==> src/rtl/imem_loader_pkg.sv <==
// Shared definitions for the instruction memory: store size, address width and the
// loader's frame-parsing states. Read and write sides import these so they agree on size.
package imem_loader_pkg;

    localparam int unsigned IMEM_SIZE   = 1024;
    localparam int unsigned IMEM_ADDR_W = 10;

    typedef enum logic [1:0] {
        S_ADDR_LO = 2'd0,
        S_ADDR_HI = 2'd1,
        S_DATA    = 2'd2,
        S_DRAIN   = 2'd3
    } load_state_t;

    // The full 16-bit frame address is compared, so 0x0400 and above never alias into the store.
    function automatic logic addr_in_range(input logic [15:0] addr, input int unsigned size);
        return (32'(addr) < size);
    endfunction

endpackage

==> src/rtl/imem_loader.sv <==
// Instruction-memory write-side loader: parses framed byte streams (2-byte base address
// followed by payload) into registered single-byte writes and stalls fetch meanwhile.
module imem_loader
    import imem_loader_pkg::*;
#(
    parameter int unsigned MEM_SIZE = IMEM_SIZE,
    parameter int unsigned ADDR_W   = IMEM_ADDR_W
) (
    input  logic              clk,
    input  logic              rst_n,
    // Stream handshake: a byte transfers on a rising edge where in_valid && in_ready are both
    // high; in_data/in_last are only meaningful then. The loader never back-pressures, so
    // in_ready is high in every cycle except while rst_n is held low.
    input  logic              in_valid,
    output logic              in_ready,
    input  logic [7:0]        in_data,
    input  logic              in_last,
    output logic              wr_en,
    output logic [ADDR_W-1:0] wr_addr,
    output logic [7:0]        wr_data,
    output logic              fetch_hold,
    output logic              done,
    output logic              load_error,
    output logic [ADDR_W:0]   byte_count,
    output logic [1:0]        state_dbg
);

    load_state_t       state, state_d;
    logic [15:0]       cur_addr, cur_addr_d;
    logic [7:0]        addr_lo, addr_lo_d;
    logic              wr_en_d;
    logic [ADDR_W-1:0] wr_addr_d;
    logic [7:0]        wr_data_d;
    logic              done_d;
    logic              load_error_d;
    logic [ADDR_W:0]   byte_count_d;
    logic              accept;
    logic [15:0]       hdr_addr;

    assign in_ready   = rst_n;
    assign accept     = in_valid && in_ready;
    assign hdr_addr   = {in_data, addr_lo};
    assign fetch_hold = (state != S_ADDR_LO) || wr_en;
    assign state_dbg  = state;

    always_comb begin
        state_d      = state;
        cur_addr_d   = cur_addr;
        addr_lo_d    = addr_lo;
        wr_en_d      = 1'b0;
        wr_addr_d    = wr_addr;
        wr_data_d    = wr_data;
        done_d       = 1'b0;
        load_error_d = load_error;
        byte_count_d = byte_count;

        if (accept) begin
            unique case (state)
                S_ADDR_LO: begin
                    addr_lo_d    = in_data;
                    byte_count_d = '0;
                    // A frame that ends on its first byte is a truncated header.
                    if (in_last) begin
                        load_error_d = 1'b1;
                    end else begin
                        load_error_d = 1'b0;
                        state_d      = S_ADDR_HI;
                    end
                end

                S_ADDR_HI: begin
                    cur_addr_d = hdr_addr;
                    if (in_last) begin
                        load_error_d = 1'b1;
                        state_d      = S_ADDR_LO;
                    end else if (!addr_in_range(hdr_addr, MEM_SIZE)) begin
                        load_error_d = 1'b1;
                        state_d      = S_DRAIN;
                    end else begin
                        state_d = S_DATA;
                    end
                end

                S_DATA: begin
                    if (addr_in_range(cur_addr, MEM_SIZE)) begin
                        wr_en_d      = 1'b1;
                        wr_addr_d    = cur_addr[ADDR_W-1:0];
                        wr_data_d    = in_data;
                        cur_addr_d   = cur_addr + 16'd1;
                        byte_count_d = byte_count + (ADDR_W+1)'(1);
                        if (in_last) begin
                            done_d  = 1'b1;
                            state_d = S_ADDR_LO;
                        end
                    end else begin
                        // Ran off the end of the store: no wrap, discard the rest of the frame.
                        load_error_d = 1'b1;
                        state_d      = in_last ? S_ADDR_LO : S_DRAIN;
                    end
                end

                S_DRAIN: begin
                    if (in_last) begin
                        state_d = S_ADDR_LO;
                    end
                end

                default: state_d = S_ADDR_LO;
            endcase
        end
    end

    always_ff @(posedge clk) begin
        if (!rst_n) begin
            state      <= S_ADDR_LO;
            cur_addr   <= '0;
            addr_lo    <= '0;
            wr_en      <= 1'b0;
            wr_addr    <= '0;
            wr_data    <= '0;
            done       <= 1'b0;
            load_error <= 1'b0;
            byte_count <= '0;
        end else begin
            state      <= state_d;
            cur_addr   <= cur_addr_d;
            addr_lo    <= addr_lo_d;
            wr_en      <= wr_en_d;
            wr_addr    <= wr_addr_d;
            wr_data    <= wr_data_d;
            done       <= done_d;
            load_error <= load_error_d;
            byte_count <= byte_count_d;
        end
    end

endmodule

==> config.mk <==
export PLATFORM = sky130hd
export DESIGN_NAME = imem_loader
export DESIGN_NICKNAME = d
export VERILOG_FILES = /design/src/rtl/imem_loader_pkg.sv /design/src/rtl/imem_loader.sv
export SDC_FILE = /design/constraint.sdc
export NUM_CORES = 1
export LEC_CHECK = 0
export CAP_MARGIN = 30
export CORE_ASPECT_RATIO = 0.5
export CORE_MARGIN = 1.5
export CORE_UTILIZATION = 52
export DETAILED_ROUTE_END_ITERATION = 10
export PLACE_DENSITY_LB_ADDON = 0.15
export SLEW_MARGIN = 15
export SYNTH_ARGS = -nofsm -noshare
export SYNTH_HDL_FRONTEND = slang
export SYNTH_SLANG_ARGS = --single-unit
==> constraint.sdc <==
create_clock -name clk -period 2.15 [get_ports clk]
set_clock_uncertainty 0.05 [all_clocks]
set_input_delay 0.43 -clock clk [delete_from_list [all_inputs] [get_ports clk]]
set_output_delay 0.43 -clock clk [all_outputs]
set_load 0.02 [all_outputs]
== Word-level counts from Yosys, hierarchy flattened ==
Index checks and enable logic that the tools add are counted.
Word-level totals
  bits in registers: 58
  bits of input ports: 12
  word-level logic and storage cells: 52
Operators by class
  $add $sub $neg: 2
  $lt $le $gt $ge: 2
  eq/ne operators: 7
  muxes and demuxes: 17
  reductions and logical operators: 15
Operator list (count)
  $lt 16x11->1 const B: 2
  $pmux 16 s2: 1
  $pmux 11 s2: 1
  $add 16x1->16 const B: 1
  $mux 16: 1
  $reduce_and 3->1: 4
  $add 11x1->11 const B: 1
  $mux 11: 1
  $mux 2: 5
  $pmux 2 s4: 1
  $reduce_and 4->1: 2
  $mux 1: 6
  $ne 2x2->1 const B: 3
  $reduce_bool 2->1: 3
  $eq 2x2->1 const B: 2
  $reduce_and 2->1: 2
  $ne 3x3->1 const B: 1
  $pmux 1 s3: 1
  $reduce_bool 3->1: 1
  $eq 2x1->1 const B: 1
  $logic_not 2->1: 1
  $logic_and 1x1->1: 1
  $logic_or 1x1->1: 1

== Longest topological paths before layout ==
Gate-level depths: netlist of the first run.
  depth after elaboration: 4
  gate-level depth with buffers: 9

== Worst setup path after synthesis of the first run ==
No wires, ideal clock.
  path type: reg2reg
  start: register state[0], in the netlist state_dbg[0]
  end: register cur_addr[13]
  arrival time: 1.808 ns
  required time: 1.984 ns
  setup slack: 0.176 ns
  cell stages (with the launch flop): 8
  buffers on the path: 1
  cell sequence: dfxtp_1 inv_1 ha_1 and3_1 o21ai_1 buf_2 nor2_1 a31o_2
On the way
  word-level cells in the longest chain between the ends: 3
  elaborated cells between the ends (all ways): 6
RTL lines
  from (decl): line imem_loader.sv:28  | load_state_t state, state_d;
  from (signal assigned): line imem_loader.sv:125  | state <= state_d;
  $eq 2x2->1 or $eq 2x1->1 (tied branches): line imem_loader.sv:58  | unique case (state)
  $ne 2x2->1 (no source line) or $reduce_bool 2->1 (tied branches)
  $reduce_and 3->1 (no source line)
  to (signal assigned): line imem_loader.sv:126  | cur_addr <= cur_addr_d;
  to (decl): line imem_loader.sv:29  | logic [15:0] cur_addr, cur_addr_d;
Several ways; a longest one is shown, not always the timed one.
A chain may end at the register's enable or synchronous reset.

== Final worst setup path of the first run ==
  start: input port rst_n
  end: output port in_ready
RTL lines
  from (decl): line imem_loader.sv:10  | input logic rst_n,
  to (decl): line imem_loader.sv:15  | output logic in_ready,
No word-level cell between the ends.

==> results.sh, run 1 <==
export IMPL_cp_end_kind="output port"
export IMPL_cts_buffer_depth=2
export IMPL_drt_antenna_violating_nets=0
export IMPL_placed_cells=451
export IMPL_gp_congestion=0.843
export IMPL_cp_cell_sequence="clkdlybuf4s50_1, clkdlybuf4s50_1"
export IMPL_cts_post_setup_buffers_inserted=0
export IMPL_first_pass_iters=5
export IMPL_internal_power_mw=1.80
export IMPL_wl_per_cell_um=14.5
export IMPL_yosysUniqueCellTypes=52
export IMPL_synth_fp_nets=354
export IMPL_regArea_um2=1160
export IMPL_p_clk_share_pct=44.2
export IMPL_htree_levels=3
export IMPL_worst_slew_pin_slew_ps=468
export IMPL_cpPeakStageDelay_ps=610
export IMPL_track_usage_pct=25.4
export IMPL_initialDrtViolationCount=168
export IMPL_syn_inst=336
export IMPL_die_area_um2=5710
export IMPL_synthTopCellsByArea="dfxtp_1 43%, nand2_1 9.9%, o21ai_0 6.6%"
export IMPL_grt_overflow=0
export IMPL_grt_pass1_wl_mm=10.9
export IMPL_path_max_fanout=3
export IMPL_status="finished, final reports clean"
export IMPL_synth_most_common_cell="nand2_1"
export IMPL_fmax_mhz=490
export IMPL_grt_max_degree=47
export IMPL_fin_tns_setup_ps=0
export IMPL_path_class="primary input to output port"
export IMPL_hold_ws_ps=406
export IMPL_cap_violations=0
export IMPL_grt_pass1_vias=2298
export IMPL_period_minus_slack_ps=2040
export IMPL_synth_top_cells_by_count="72 x nand2_1, 58 x dfxtp_1, 36 x o21ai_0"
export IMPL_synthArstFlopShare_pct=0
export IMPL_insertedDiodeCount=0
export IMPL_cts_sinks=58
export IMPL_root_buffer="clkbuf_8"
export IMPL_layoutNonFillerInstCount=466
export IMPL_synthFlopType="dfxtp_1"
export IMPL_power_static_leakage_nw=1.24
export IMPL_rsz0062_at_grt="false"
export IMPL_antenna_found_initial=0
export IMPL_swShare_pct=23.2
export IMPL_nFillCells=398
export IMPL_fin_crit_sh_pct=94.8
export IMPL_vias=2585
export IMPL_wl_mm=6.77
export IMPL_core_um2=4980
export IMPL_synth_edf_count=0
export IMPL_syn_to_final_growth_pct=30.2
export IMPL_combPwrFrac_pct=8.1
export IMPL_dieWidth_um=105
export IMPL_synth_seq_cells=58
export IMPL_yosysTopAreaCellShare_pct=42.6
export IMPL_yosysTopAreaCell="dfxtp_1"
export IMPL_cpMostUsedCell="clkdlybuf4s50_1"
export IMPL_clkTransAtPathRegs_ps=60
export IMPL_ys_warn_count=0
export IMPL_dp_hpwl_mm=4.73
export IMPL_crit_slowest_cell="clkdlybuf4s50_1"
export IMPL_avgViaCountPerCell=5.55
export IMPL_slew_headroom_pct=68.8
export IMPL_drv_slew=0
export IMPL_hold_path_class="register to register"
export IMPL_placementRows=18
export IMPL_worstPathRequired_ps=1670
export IMPL_port_buffers=47
export IMPL_numCtsBuffers=9
export IMPL_dp_slack_ps=-18.7
export IMPL_critPathLaunchType="primary input"
export IMPL_clk_insertion_delay_late_ps=340
export IMPL_ir_worst_vdd_mv=0.415
export IMPL_synth_area_per_cell_um2=8.11
export IMPL_multi_input_area_um2=1450
export IMPL_final_nets=410
export IMPL_drc_errors=0
export IMPL_setup_viol=0
export IMPL_ys_seq_area_share_pct=42.6
export IMPL_powerDensity_nw_per_um2=661
export IMPL_worst_path_buf_inv=2
export IMPL_cp_top_family="buffers and inverters"
export IMPL_hold_viol=0
export IMPL_cts_tree="done"
export IMPL_p_switching_mw=0.544
export IMPL_drive_above_1_share_pct=11.9
export IMPL_top_level_ports=48
export IMPL_die_y_um=54.2
export IMPL_fin_ws_ps=111
export IMPL_arrival_ps=1560
export IMPL_mappedNetlistArea_um2=2730
export IMPL_initial_core_util_pct=54.8
export IMPL_power_frac_seq_pct=47.6
==> placed cells by master, fill, tap and decap left out, drive strengths merged, types with 3 or more instances in the layout <==
master | netlist | routed
a21boi | 3 | 3
nor2 | 26 | 26
nor3 | 7 | 7
buf | 11 | 20
o22ai | 4 | 4
dfxtp | 58 | 58
xnor2 | 8 | 8
nor4b | 3 | 3
nor4 | 4 | 4
and3 | 3 | 3
nand2 | 72 | 72
a32o | 4 | 4
o31ai | 3 | 3
o21ai | 37 | 37
nand4 | 6 | 6
nand3 | 13 | 13
inv | 6 | 6
a21oi | 14 | 14
clkdlybuf4s50 | 0 | 46
a31oi | 3 | 3
mux2i | 3 | 3
o221a | 4 | 4
clkbuf | 11 | 13
ha | 6 | 6
==> flip-flops by register name, indices dropped and copies added, names as in the netlist <==
name,cells
cur_addr,16
byte_count,11
wr_addr,10
addr_lo,8
wr_data,8
state_dbg,2
done,1
load_error,1
wr_en,1
==> metal layers <==
layer	vias up	part of all wire (%)	GRT usage [%]
li1	1305	-	-
met1	1174	47	33.3
met2	101	45	40.5
met3	5	7.3	7.14
met4	0	0.40	10.0
met5	-	0	0
==> power groups by stage <==
stage	combinational, mW	sequential (mW)	clock [mW]
global placement	0.183	1.14	0
detailed placement	0.187	1.14	0
CTS	0.188	1.12	1.05
finish	0.190	1.12	1.04
global route	0.208	1.12	1.10
floorplan	0.107	1.14	0
==> cell type report <==
type / count / share of cell area, %
Clock buffer: 13 / 4.76
Clock inverter: 2 / 0.987
Inverter: 7 / 0.740
Multi-Input combinational cell: 249 / 40.9
Sequential cell: 58 / 32.7
Tap cell: 70 / 2.47
Timing Repair Buffer: 67 / 17.5
==> worst paths after layout <==
| kind | start | end | slack (ps) | cells after the start |
|---|---|---|---|---|
| hold / removal | wr_data[1] | wr_data[1] | 410 | 2 |
| setup reg to reg | state_dbg[0] | byte_count[2] | 200 | 8 |
| hold reg to reg | wr_data[1] | wr_data[1] | 410 | 2 |
| setup / recovery | rst_n | in_ready | 110 | 2 |
==> kinds of logic after synthesis <==
group / Yosys count / share of synthesized area (%)
adder cells (fa/ha/maj): 6 / 2.75
buffers and inverters: 29 / 4.64
XOR/XNOR: 8 / 2.57
AO/OA/AOI/OAI: 87 / 20.4
flip-flops: 58 / 42.6
AND/OR/NAND/NOR: 144 / 25.5
multiplexers: 4 / 1.52
==> through the flow <==
| step | util [%] | power (mW) | instance area, µm² |
|---|---|---|---|
| finish | 71.3 | 2.35 | 3550 |
| global route | 71.3 | 2.43 | 3550 |
| CTS | 71.1 | 2.36 | 3540 |
| detailed placement | 67.0 | 1.33 | 3340 |
| global placement | 67.0 | 1.32 | 3340 |
| floorplan | - | 1.25 | 2730 |
==> repair_timing <==
action	in CTS	in global routing
hold buffers	0	0
gates resized for setup	1	2
setup endpoints to repair	1	7
gates cloned	0	0
No activity file was read; power rests on OpenSTA's default activity.
==> run 2, diff against run 1 <==
clock period = 1.9 ns   (was 2.15 ns; I/O delays follow)
==> run 2 against run 1 <==
Effect of this change:
- critical path depth shrank 1
- via count grew 4.0%
- sequential share of layout area shrank 0.88 points
- die area is the same
- worst hold slack gained 3.1 ps
- largest cell class unchanged
- largest power group unchanged
==> results.sh, run 2 (synthesized netlist as in run 1, its figures left out) <==
export IMPL_wl_met1_mm=3.25
export IMPL_slew_headroom_pct=69.4
export IMPL_grt_pass1_wl_mm=11.0
export IMPL_track_usage_pct=25.4
export IMPL_power_static_leakage_nw=1.31
export IMPL_worst_slew_pin_slew_ps=458
export IMPL_drv_slew=0
export IMPL_port_buffers=47
export IMPL_arrival_ps=1390
export IMPL_vias=2688
export IMPL_htree_levels=3
export IMPL_layout_common_cells="72 x nand2_1, 58 x dfxtp_1, 44 x clkdlybuf4s50_1"
export IMPL_dr_wl_met2_mm=3.22
export IMPL_ir_worst_vdd_mv=0.403
export IMPL_cp_cell_sequence="clkdlybuf4s50_1"
export IMPL_drive_above_1_share_pct=16.0
export IMPL_numCtsBuffers=9
export IMPL_die_y_um=54.2
export IMPL_layoutNonFillerInstCount=482
export IMPL_cts_sinks=58
export IMPL_wl_per_cell_um=14.6
export IMPL_cts_tree="done"
export IMPL_status="finished, final reports clean"
export IMPL_cts_post_setup_buffers_inserted=0
export IMPL_rsz0062_at_grt="false"
export IMPL_hold_path_class="register to register"
export IMPL_wl_met3_um=505
export IMPL_initial_core_util_pct=54.8
export IMPL_grt_pass1_vias=2275
export IMPL_top_level_ports=48
export IMPL_placed_cells=466
export IMPL_utilization_pct=73.3
export IMPL_initialDrtViolationCount=253
export IMPL_highest_layer="met4"
export IMPL_nFillCells=395
export IMPL_critPathLaunchType="register"
export IMPL_grt_max_degree=45
export IMPL_worstPathRequired_ps=1470
export IMPL_core_um2=4980
export IMPL_fmax_mhz=550
export IMPL_setup_viol=0
export IMPL_largest_register="cur_addr"
export IMPL_avgViaCountPerCell=5.58
export IMPL_hold_viol=0
export IMPL_period_minus_slack_ps=1820
export IMPL_drc_errors=0
export IMPL_wl_mm=7.04
export IMPL_insertedDiodeCount=0
export IMPL_dp_hpwl_mm=5.09
export IMPL_cts_hold_buf=0
export IMPL_syn_to_final_growth_pct=33.8
export IMPL_root_buffer="clkbuf_8"
export IMPL_cp_top_family="buffers and inverters"
export IMPL_cp_end_kind="output port"
export IMPL_first_pass_iters=5
export IMPL_gp_congestion=0.859
export IMPL_dieWidth_um=105
export IMPL_path_class="register to output port"
export IMPL_clk_insertion_delay_late_ps=340
export IMPL_powerDensity_nw_per_um2=681
export IMPL_clkTransAtPathRegs_ps=70
export IMPL_final_nets=425
export IMPL_placementRows=18
export IMPL_fin_crit_sh_pct=95.6
export IMPL_die_area_um2=5710
export IMPL_top_regs="cur_addr x16, byte_count x11, wr_addr x10"
export IMPL_crit_slowest_cell="clkdlybuf4s50_1"
export IMPL_drt_antenna_violating_nets=0
export IMPL_largest_register_ffs=16
export IMPL_path_max_fanout=5
export IMPL_cpPeakStageDelay_ps=640
export IMPL_grt_overflow=0
export IMPL_cts_buffer_depth=2
export IMPL_mostFrequentLayoutCell="nand2_1"
export IMPL_cap_violations=0
export IMPL_antenna_found_initial=0
export IMPL_worst_path_buf_inv=1
run 2: cell count changes in the layout (fill, tap and decap cells not counted), moves of 2 or more:
cell and delta:
buf_4 +14, clkinvlp_4 +4, clkbuf_8 -3, clkdlybuf4s50_1 -2
run 2: where the power goes:
part	total, mW	switching [mW]	internal, mW	leakage (nW)
combinational	0.233	0.126	0.107	0.766
sequential	1.26	0.0218	1.24	0.470
clock	0.988	0.516	0.471	0.0745
total	2.48	0.663	1.82	1.31
run 2: final timing paths:
| path | startpoint | end | slack (ps) | depth (start not counted) |
|---|---|---|---|---|
| setup / recovery | byte_count[3] | byte_count[3] | 80 | 1 |
| hold / removal | wr_data[4] | wr_data[4] | 410 | 2 |
| setup reg to reg | cur_addr[3] | cur_addr[12] | 100 | 5 |
| hold reg to reg | wr_data[4] | wr_data[4] | 410 | 2 |
run 2: through the flow:
stage / hold WS, ps / instance area [µm²] / TNS (ps) / worst slack, ps / total power, mW
2_1_floorplan: 385 / 2730 / 0 / 4.12 / 1.41
3_3_place_gp: 394 / 3460 / -308 / -59.7 / 1.52
3_5_place_dp: 401 / 3460 / -901 / -89.1 / 1.52
4_1_cts: 412 / 3630 / 0 / 13.6 / 2.50
5_1_grt: 427 / 3650 / 0 / 17.9 / 2.58
6_report: 409 / 3650 / 0 / 82.9 / 2.48
run 2: what timing repair did:
action / in CTS / in global routing
pin swaps: 0 / 0
endpoints found under the setup margin: 2 / 19
hold endpoints to repair: 0 / 0
gates resized for setup: 3 / 5
run 2: worst min-delay path, cell delays in order (launching register included):
cell and delay [ps]:
dfxtp_1 310, nand2_1 50, o21ai_0 60
run 2: metal layers:
metal,global-route usage [%],up-vias
li1,-,1330
met1,33.5,1237
met2,41.2,113
met3,6.17,8
met4,10.0,0
met5,0,-
run 2: final cells by class:
class	instances	area (µm²)	area share, %
Clock buffer	10	128	3.50
Inverter	7	26.3	0.721
Timing Repair Buffer	82	742	20.4
Tap cell	70	87.6	2.40
Multi-Input combinational cell	249	1460	40.0
Sequential cell	58	1160	31.8
Clock inverter	6	43.8	1.20
